File: src/rtl/alien_fleet.sv
// Space-Invaders alien formation: ROWS x COLS alive mask that marches, drops at the edges,
// speeds up as aliens die, and reports per-pixel membership for the colour mapper.
module alien_fleet #(
  parameter int unsigned ROWS      = 4,
  parameter int unsigned COLS      = 8,
  parameter int unsigned SPACE_XL2 = 5,
  parameter int unsigned SPACE_YL2 = 4,
  parameter int unsigned ALIEN_W   = 24,
  parameter int unsigned ALIEN_H   = 12,
  parameter int unsigned X_START   = 64,
  parameter int unsigned Y_START   = 40,
  parameter int unsigned X_MIN     = 0,
  parameter int unsigned X_MAX     = 639,
  parameter int unsigned Y_LAND    = 400,
  parameter int unsigned STEP_X    = 4,
  parameter int unsigned STEP_Y    = 8,
  parameter int unsigned SPD_SHIFT = 2,
  localparam int unsigned RW = (ROWS > 1) ? $clog2(ROWS) : 1,
  localparam int unsigned CW = (COLS > 1) ? $clog2(COLS) : 1,
  localparam int unsigned NW = $clog2(ROWS * COLS + 1)
) (
  input  logic          Clk,
  input  logic          Reset_n,
  input  logic          frame_clk,
  input  logic          restart,
  input  logic [9:0]    DrawX,
  input  logic [9:0]    DrawY,
  input  logic          hit_valid,
  input  logic [RW-1:0] hit_row,
  input  logic [CW-1:0] hit_col,
  output logic          hit_ack,
  output logic          is_alien,
  output logic [RW-1:0] alien_row,
  output logic [CW-1:0] alien_col,
  output logic          anim_frame,
  output logic [9:0]    fleet_x,
  output logic [9:0]    fleet_y,
  output logic [NW-1:0] alive_count,
  output logic          fleet_cleared,
  output logic          fleet_landed
);

  localparam int unsigned N  = ROWS * COLS;
  localparam int unsigned IW = (N > 1) ? $clog2(N) : 1;
  localparam int unsigned XW = 11 - SPACE_XL2;
  localparam int unsigned YW = 11 - SPACE_YL2;

  typedef enum logic [1:0] {StMarch, StDrop, StHalt} state_e;

  state_e        state_q;
  logic [N-1:0]  alive_q;
  logic [9:0]    fleet_x_q, fleet_y_q;
  logic          dir_left_q, anim_q, hit_ack_q, landed_q;
  logic [NW-1:0] count_q, frame_cnt_q, count_next, reload;
  logic [2:0]    sync_q;
  logic          tick;

  // sync_q[1:0] is the two-flop synchroniser, sync_q[2] the edge-detect history
  assign tick   = sync_q[1] & ~sync_q[2];
  assign reload = (count_q >> SPD_SHIFT) + NW'(1);

  logic [COLS-1:0] col_occ;
  logic [ROWS-1:0] row_occ;
  logic [CW-1:0]   lcol, rcol;
  logic [RW-1:0]   brow;

  always_comb begin
    col_occ    = '0;
    row_occ    = '0;
    count_next = '0;
    lcol       = '0;
    rcol       = '0;
    brow       = '0;
    for (int unsigned r = 0; r < ROWS; r++) begin
      for (int unsigned c = 0; c < COLS; c++) begin
        if (alive_q[r*COLS+c]) begin
          col_occ[c] = 1'b1;
          row_occ[r] = 1'b1;
        end
      end
    end
    for (int unsigned i = 0; i < N; i++) count_next = count_next + NW'(alive_q[i]);
    for (int c = int'(COLS) - 1; c >= 0; c--) if (col_occ[c]) lcol = CW'(c);
    for (int unsigned c = 0; c < COLS; c++) if (col_occ[c]) rcol = CW'(c);
    for (int unsigned r = 0; r < ROWS; r++) if (row_occ[r]) brow = RW'(r);
  end

  logic [11:0] right_edge, left_edge, bottom_edge;
  logic        past_right, past_left, landed_now;

  assign right_edge  = 12'(fleet_x_q) + (12'(rcol) << SPACE_XL2) + 12'(ALIEN_W + STEP_X - 1);
  assign left_edge   = 12'(fleet_x_q) + (12'(lcol) << SPACE_XL2);
  assign bottom_edge = 12'(fleet_y_q) + (12'(brow) << SPACE_YL2) + 12'(ALIEN_H - 1);
  assign past_right  = right_edge > 12'(X_MAX);
  assign past_left   = left_edge < 12'(X_MIN + STEP_X);
  // An empty fleet has no bottom pixel, so it can never land
  assign landed_now  = (|alive_q) && (bottom_edge >= 12'(Y_LAND));

  logic [IW-1:0] hit_idx;
  logic          hit_ok;

  always_comb begin
    hit_idx = IW'(int'(hit_row) * int'(COLS) + int'(hit_col));
    hit_ok  = 1'b0;
    if (hit_valid && int'(hit_row) < int'(ROWS) && int'(hit_col) < int'(COLS)
        && !(state_q == StHalt && fleet_cleared)) begin
      hit_ok = alive_q[hit_idx];
    end
  end

  logic signed [10:0] rx, ry;
  logic [XW-1:0]      col_p;
  logic [YW-1:0]      row_p;
  logic [IW-1:0]      pix_idx;
  logic               pix_hit;

  always_comb begin
    rx      = $signed({1'b0, DrawX}) - $signed({1'b0, fleet_x_q});
    ry      = $signed({1'b0, DrawY}) - $signed({1'b0, fleet_y_q});
    col_p   = rx[10:SPACE_XL2];
    row_p   = ry[10:SPACE_YL2];
    pix_idx = IW'(int'(row_p) * int'(COLS) + int'(col_p));
    pix_hit = 1'b0;
    if (!rx[10] && !ry[10] && int'(col_p) < int'(COLS) && int'(row_p) < int'(ROWS)
        && int'(rx[SPACE_XL2-1:0]) < int'(ALIEN_W)
        && int'(ry[SPACE_YL2-1:0]) < int'(ALIEN_H)) begin
      pix_hit = alive_q[pix_idx];
    end
  end

  always_ff @(posedge Clk) begin
    if (!Reset_n) sync_q <= '0;
    else          sync_q <= {sync_q[1:0], frame_clk};
    hit_ack_q <= 1'b0;
    if (!Reset_n || restart) begin
      alive_q     <= '1;
      count_q     <= NW'(N);
      frame_cnt_q <= NW'((N >> SPD_SHIFT) + 1);
      fleet_x_q   <= 10'(X_START);
      fleet_y_q   <= 10'(Y_START);
      dir_left_q  <= 1'b0;
      anim_q      <= 1'b0;
      landed_q    <= 1'b0;
      state_q     <= StMarch;
    end else begin
      count_q <= count_next;
      if (hit_ok) begin
        alive_q[hit_idx] <= 1'b0;
        hit_ack_q        <= 1'b1;
      end
      if (landed_now) landed_q <= 1'b1;
      case (state_q)
        StMarch: begin
          if (landed_now || fleet_cleared) begin
            state_q <= StHalt;
          end else if (tick) begin
            if (frame_cnt_q == NW'(1)) begin
              anim_q      <= ~anim_q;
              frame_cnt_q <= reload;
              if (!dir_left_q) begin
                if (past_right) state_q <= StDrop;
                else            fleet_x_q <= fleet_x_q + 10'(STEP_X);
              end else begin
                if (past_left) state_q <= StDrop;
                else           fleet_x_q <= fleet_x_q - 10'(STEP_X);
              end
            end else begin
              frame_cnt_q <= frame_cnt_q - NW'(1);
            end
          end
        end
        StDrop: begin
          fleet_y_q  <= fleet_y_q + 10'(STEP_Y);
          dir_left_q <= ~dir_left_q;
          state_q    <= StMarch;
        end
        default: ;
      endcase
    end
  end

  assign hit_ack       = hit_ack_q;
  assign is_alien      = pix_hit;
  assign alien_row     = pix_hit ? RW'(row_p) : '0;
  assign alien_col     = pix_hit ? CW'(col_p) : '0;
  assign anim_frame    = anim_q;
  assign fleet_x       = fleet_x_q;
  assign fleet_y       = fleet_y_q;
  assign alive_count   = count_q;
  assign fleet_cleared = (count_q == '0);
  assign fleet_landed  = landed_q;

endmodule

File: config.mk
export PLATFORM = sky130hd
export DESIGN_NAME = alien_fleet
export DESIGN_NICKNAME = d
export VERILOG_FILES = /design/src/rtl/alien_fleet.sv
export SDC_FILE = /design/constraint.sdc
export NUM_CORES = 1
export LEC_CHECK = 0
export CAP_MARGIN = 25
export CELL_PAD_IN_SITES_DETAIL_PLACEMENT = 0
export CELL_PAD_IN_SITES_GLOBAL_PLACEMENT = 2
export CORE_ASPECT_RATIO = 0.75
export CORE_MARGIN = 2
export CORE_UTILIZATION = 38
export CTS_CLUSTER_SIZE = 14
export DETAILED_ROUTE_END_ITERATION = 8
export PLACE_DENSITY = 0.95
export SLEW_MARGIN = 20
export SYNTH_ARGS = -nofsm -noshare
export SYNTH_HDL_FRONTEND = slang
export SYNTH_SLANG_ARGS = --single-unit
File: constraint.sdc
create_clock -name Clk -period 9.95 [get_ports Clk]
set_input_delay 1.99 -clock Clk [delete_from_list [all_inputs] [get_ports Clk]]
set_output_delay 1.99 -clock Clk [all_outputs]
set_load 0.1 [all_outputs]
# Yosys cells after proc, flatten, opt, wreduce, memory -nomap -nowiden
# Cells that the tools add are included.
dict set report totals {
  reg_bits 73
  latchBits 0
  ram_bits 0
  romBits 0
  in_bits 30
  output_inout_bits 36
  elab_cells 201
  mem_count 0
}
dict set report op_classes {
  add_sub_neg 45
  mul 0
  div 0
  magnitude_cmp 10
  n_eq_ne 9
  n_shift 0
  muxes 96
  n_bitwise 7
  reduce_logical 23
}
# op n
set ops {}
lappend ops {{$add A6 B1 Y6} 26}
lappend ops {{$mux W1} 64}
lappend ops {{$mux W3} 15}
lappend ops {{$and A32 B32 Y32} 1}
lappend ops {{$not A32 Y32} 1}
lappend ops {{$reduce_or A32 Y1} 1}
lappend ops {{$mux W10} 3}
lappend ops {{$add A10 B8 Y11} 2}
lappend ops {{$sub A10 B10 Y11} 2}
lappend ops {{$mux W2} 9}
lappend ops {{$add A11 B4 Y12 const B} 1}
lappend ops {{$add A11 B5 Y12 const B} 1}
lappend ops {{$ge A12 B9 Y1 const B} 1}
lappend ops {{$gt A12 B10 Y1 const B} 1}
lappend ops {{$lt A5 B6 Y1 const B} 2}
lappend ops {{$add A10 B6 Y11} 1}
lappend ops {{$lt A11 B3 Y1 const B} 1}
lappend ops {{$add A10 B3 Y10 const B} 1}
lappend ops {{$add A10 B4 Y10 const B} 1}
lappend ops {{$bmux W1 S5} 2}
lappend ops {{$sub A10 B3 Y10 const B} 1}
lappend ops {{$logic_and A1 B1 Y1} 9}
lappend ops {{$ne A4 B4 Y1 const B} 2}
lappend ops {{$lt A7 B3 Y1 const B} 1}
lappend ops {{32 further kinds} 41}

# Longest topological paths before layout
dict set report logic_depth {
  depth_word 31
  mapped_depth 18
  mapped_depth_nobuf 18
}

# Worst setup path after synthesis
# OpenSTA, ideal clock, no wires.
dict set report synth_path {
  path_type {in2out}
  from {input port DrawX[6]}
  to {output port alien_row[1]}
  t_arrival_ns 6.337
  required_ns 7.960
  setup_slack_ns 1.623
  cell_stages 12
  n_path_buf 1
  cell_sequence {ha_1 -> buf_6 -> a21o_2 -> and2_1 -> or4_1 -> and2_1 -> ha_1 -> inv_1 -> a2111oi_0 -> or4_1 -> mux2i_1 -> nor3_1}
}
dict set report synth_between {
  elab_chain_cells 9
  elab_cells_between_ends 13
  cone_classes {add/sub (2); order compare (1); mux (4); reduce/logical (6)}
}
# item line
set synth_lines {}
lappend synth_lines {{start: declaration} 26} ;# input logic [9:0] DrawX,
lappend synth_lines {{$sub A10 B10 Y11 *} 118} ;# rx = $signed({1'b0, DrawX}) - $signed({1'b0, fleet_x_q});
lappend synth_lines {{branches (longest 6 deep; another with $add A5 B5 Y5)} --}
lappend synth_lines {{$mux W1 *} 124} ;# if (!rx[10] && !ry[10] && int'(col_p) < int'(COLS) && int'(row_p) < int'(ROWS)
lappend synth_lines {{$mux W2 *} 184} ;# assign alien_row = pix_hit ? RW'(row_p) : '0;
lappend synth_lines {{end: declaration} 33} ;# output logic [RW-1:0] alien_row,
# Mark *: on every way between the ends. The select of a mux whose other input is x is not followed.

# Worst setup path after layout
dict set report layout_path {
  from {input port DrawX[4]}
  to {output port alien_row[1]}
}
# Same word-level chain as after synthesis.

==> key figures <==
Synth
  • Top_reg_cell synth: dfxtp_1
  • Mapped Area: approximately 5800 um2
  • Synthesized area per cell: between 8 and 9 um2
  • Top post-synthesis cells by area: dfxtp_1 (23%), fa_1 (10%), ha_1 (9.3%)
  • Cell variety after synth: 69
  • Dominant cell type by area after synthesis: dfxtp_1
  • #FFs+latches synth: just under 70
  • Top-area cell type share of the netlist area: 0.234
  • Mapped Cells: a little under 700
  • Synth warn: 0
  • Seq/Total Area, Yosys: 0.234
  • Ys async rst share: 0
  • Post-synth EDFFs: 0

Clock network
  • CTS root buf: clkbuf_16
  • H-tree levels: 3
  • Post-cts sizing count: 0
  • CTS Buf Count: 9
  • Worst skew pair latency: approximately 340 ps
  • Clock Sinks: 68
  • CTS tree: done
  • Hold buffers post-CTS: 0
  • Number of buffers on the longest clock path: 2
  • Reg clk slew, reported paths: around 60 ps
  • Postcts setup bufs: 0

Power
  • Worst VDD drop: 0.0000869 V
  • Pwr Total: roughly 0.72 mW
  • Power per cell area: ~110 nW/um2
  • Leakage: between 2 and 3 nW

Routing
  • Drt initial violations: roughly 340
  • Initial DRT Pass Iterations: 5
  • Antenna Violating Nets Remaining: 0
  • Vias per cell: approximately 5.7
  • Total length of routed wires: 17300 um
  • Routed len/inst: roughly 18 um
  • DRC: 0
  • Via count: 5371

Worst setup path
  • WS Path Type: input port to output port
  • Crit. End Element: output port
  • Data required, critical path: 7960 ps
  • CP Data Arrival Time: 6640 ps
  • Crit-path max FO: 27
  • Worst setup SP type: input port

STA
  • Worst hold slack: approximately 430 ps
  • Slew headroom: 0.316
  • Fin Setup TNS: 0 ps
  • Worst setup margin: between 1000 and 1500 ps
  • Worst Tran Pin Value: 1020 ps
  • Max Freq: around 0.12 GHz
  • RSZ-0062 raised after global routing: false
  • Final setup vio count: 0
  • Setup Skew: slightly below 9 ps
  • Final Hold Vio Count: 0
  • Final period util: 0.867
  • Slew Viols, Final: 0
  • Final min period: between 8000 and 9000 ps

Floorplan
  • Die Ht: 111 um
  • Cell Rows: 39
  • CORE AREA: ~15000 um2
  • Die X: 147 um
  • I/O pin total: 66
  • Starting density of the core: 0.385
  • Die area: 16300 um2

Global routing
  • Largest net degree at the start of global routing: 44
  • First-pass GRT wire length: 27600 um
  • GRT Total Usage: 0.216
  • Grt ovf: 0
  • Initial antenna violation count: 0
  • Vias in the first global route: between 5k and 6k

Final layout
  • Share of post-route cells with drive strength above 1: 0.0463
  • Finished Layout Cells: between 900 and 1k
  • Area growth, synth to finish: 16.8%
  • Layout Utilization: 0.450
  • Post-route cell area: slightly below 7000 um2
  • ANT cells: 0
  • Final-stage net count: 834

Placed design
  • Dpl ws: roughly 1200 ps
  • Gpl congestion: 0.923
  • Dpl cells: ~930
  • Buffers added on ports: 56
  • Dpl cell area: roughly 6500 um2
  • Placed wire-length estimate: 13100 um

Run
  • Max-cap check violation count: 0

Run status
  • Status: complete, no violations

Hold path
  • Hold Path Class: register to register
## critical path, cell delays in order
cell,delay (ps)
clkdlybuf4s50_1,410
ha_1,360
a21o_1,190
a31o_1,470
a311oi_1,960
a2111oi_0,140
a2111oi_0,470
or4_1,210
mux2i_1,70
nor3_1,170
clkdlybuf4s50_1,1180
## state kept, by name, summed over array words and instances, names as in the netlist
| signal | flops |
|---|---|
| fleet_x | 8 |
| hit_ack | 1 |
| alive_q | 32 |
| sync_q | 3 |
| fleet_landed | 1 |
| alive_count | 6 |
| dir_left_q | 1 |
| state_q | 2 |
| fleet_y | 7 |
| anim_frame | 1 |
| frame_cnt_q | 6 |
## Yosys cell counts (8+ instances only)
master,count
dfxtp_1,68
nor2_1,68
inv_1,64
a21oi_1,46
nand2_1,44
ha_1,43
fa_1,29
nand2b_1,19
clkbuf_1,18
nor3_1,17
o21ai_0,16
xnor2_1,16
nor4_1,15
o22a_1,14
mux2i_1,12
nand3_1,11
nand4_1,11
a2111oi_0,10
and2_1,10
nor2b_1,10
and3_1,9
a31oi_1,8
mux4_2,8
## report_power, final
group	internal, mW	switching (mW)
Sequential	0.275	0.00296
Combinational	0.0462	0.0737
Clock	0.204	0.120
Total	0.525	0.196
## routing by layer
| metal | track usage | wire (um) | vias up |
|---|---|---|---|
| li1 | - | - | 2552 |
| met1 | 0.297 | 7950 | 2595 |
| met2 | 0.335 | 7500 | 195 |
| met3 | 0.0597 | 1540 | 29 |
| met4 | 0.0595 | 304 | 0 |
| met5 | 0 | 0 | - |
## kinds of logic after synthesis
family                     after synthesis  share of synthesized area
and+or+nand+nor                        251                      0.224
AOI/OAI and AO/OA                      159                      0.191
buffers and inverters                   94                     0.0713
adders and majority gates               72                      0.193
DFF                                     68                      0.234
xor gates and xnor gates                23                     0.0347
muxes                                   20                     0.0517
other                                    1                   0.000646
## layout by cell type, fill, tap and decap left out, types with 11 or more instances in the layout
cell type,n
nor2_1,68
dfxtp_1,68
inv_1,64
clkdlybuf4s50_1,56
a21oi_1,46
nand2_1,44
ha_1,42
fa_1,29
nand2b_1,19
nor3_1,17
o21ai_0,16
xnor2_1,16
nor4_1,15
o22a_1,14
mux2i_1,12
nand4_1,11
nand3_1,11
## path summary, 6_finish.rpt
path / from / end / slack (ps) / cells after the start
worst max-delay path: DrawX[4] / alien_row[1] / 1320 / 11
worst min-delay path: sync_q[0]$_SDFF_PN0_ / sync_q[1]$_SDFF_PN0_ / 430 / 1
worst max register to register: alive_q[21]$_SDFFE_PP1P_ / alive_count[4]$_SDFF_PP0_ / 5110 / 18
worst min register to register: sync_q[0]$_SDFF_PN0_ / sync_q[1]$_SDFF_PN0_ / 430 / 1
## final cells by class
type,instances,area (um2)
clock buffers,12,256
multi-input cells,530,4050
fillers,1468,8290
clock inverters,2,35.0
inverters,64,240
repair buffers,59,583
flip-flops and latches,68,1360
well taps,205,256
Note: power is estimated with default switching activity, not from simulation.
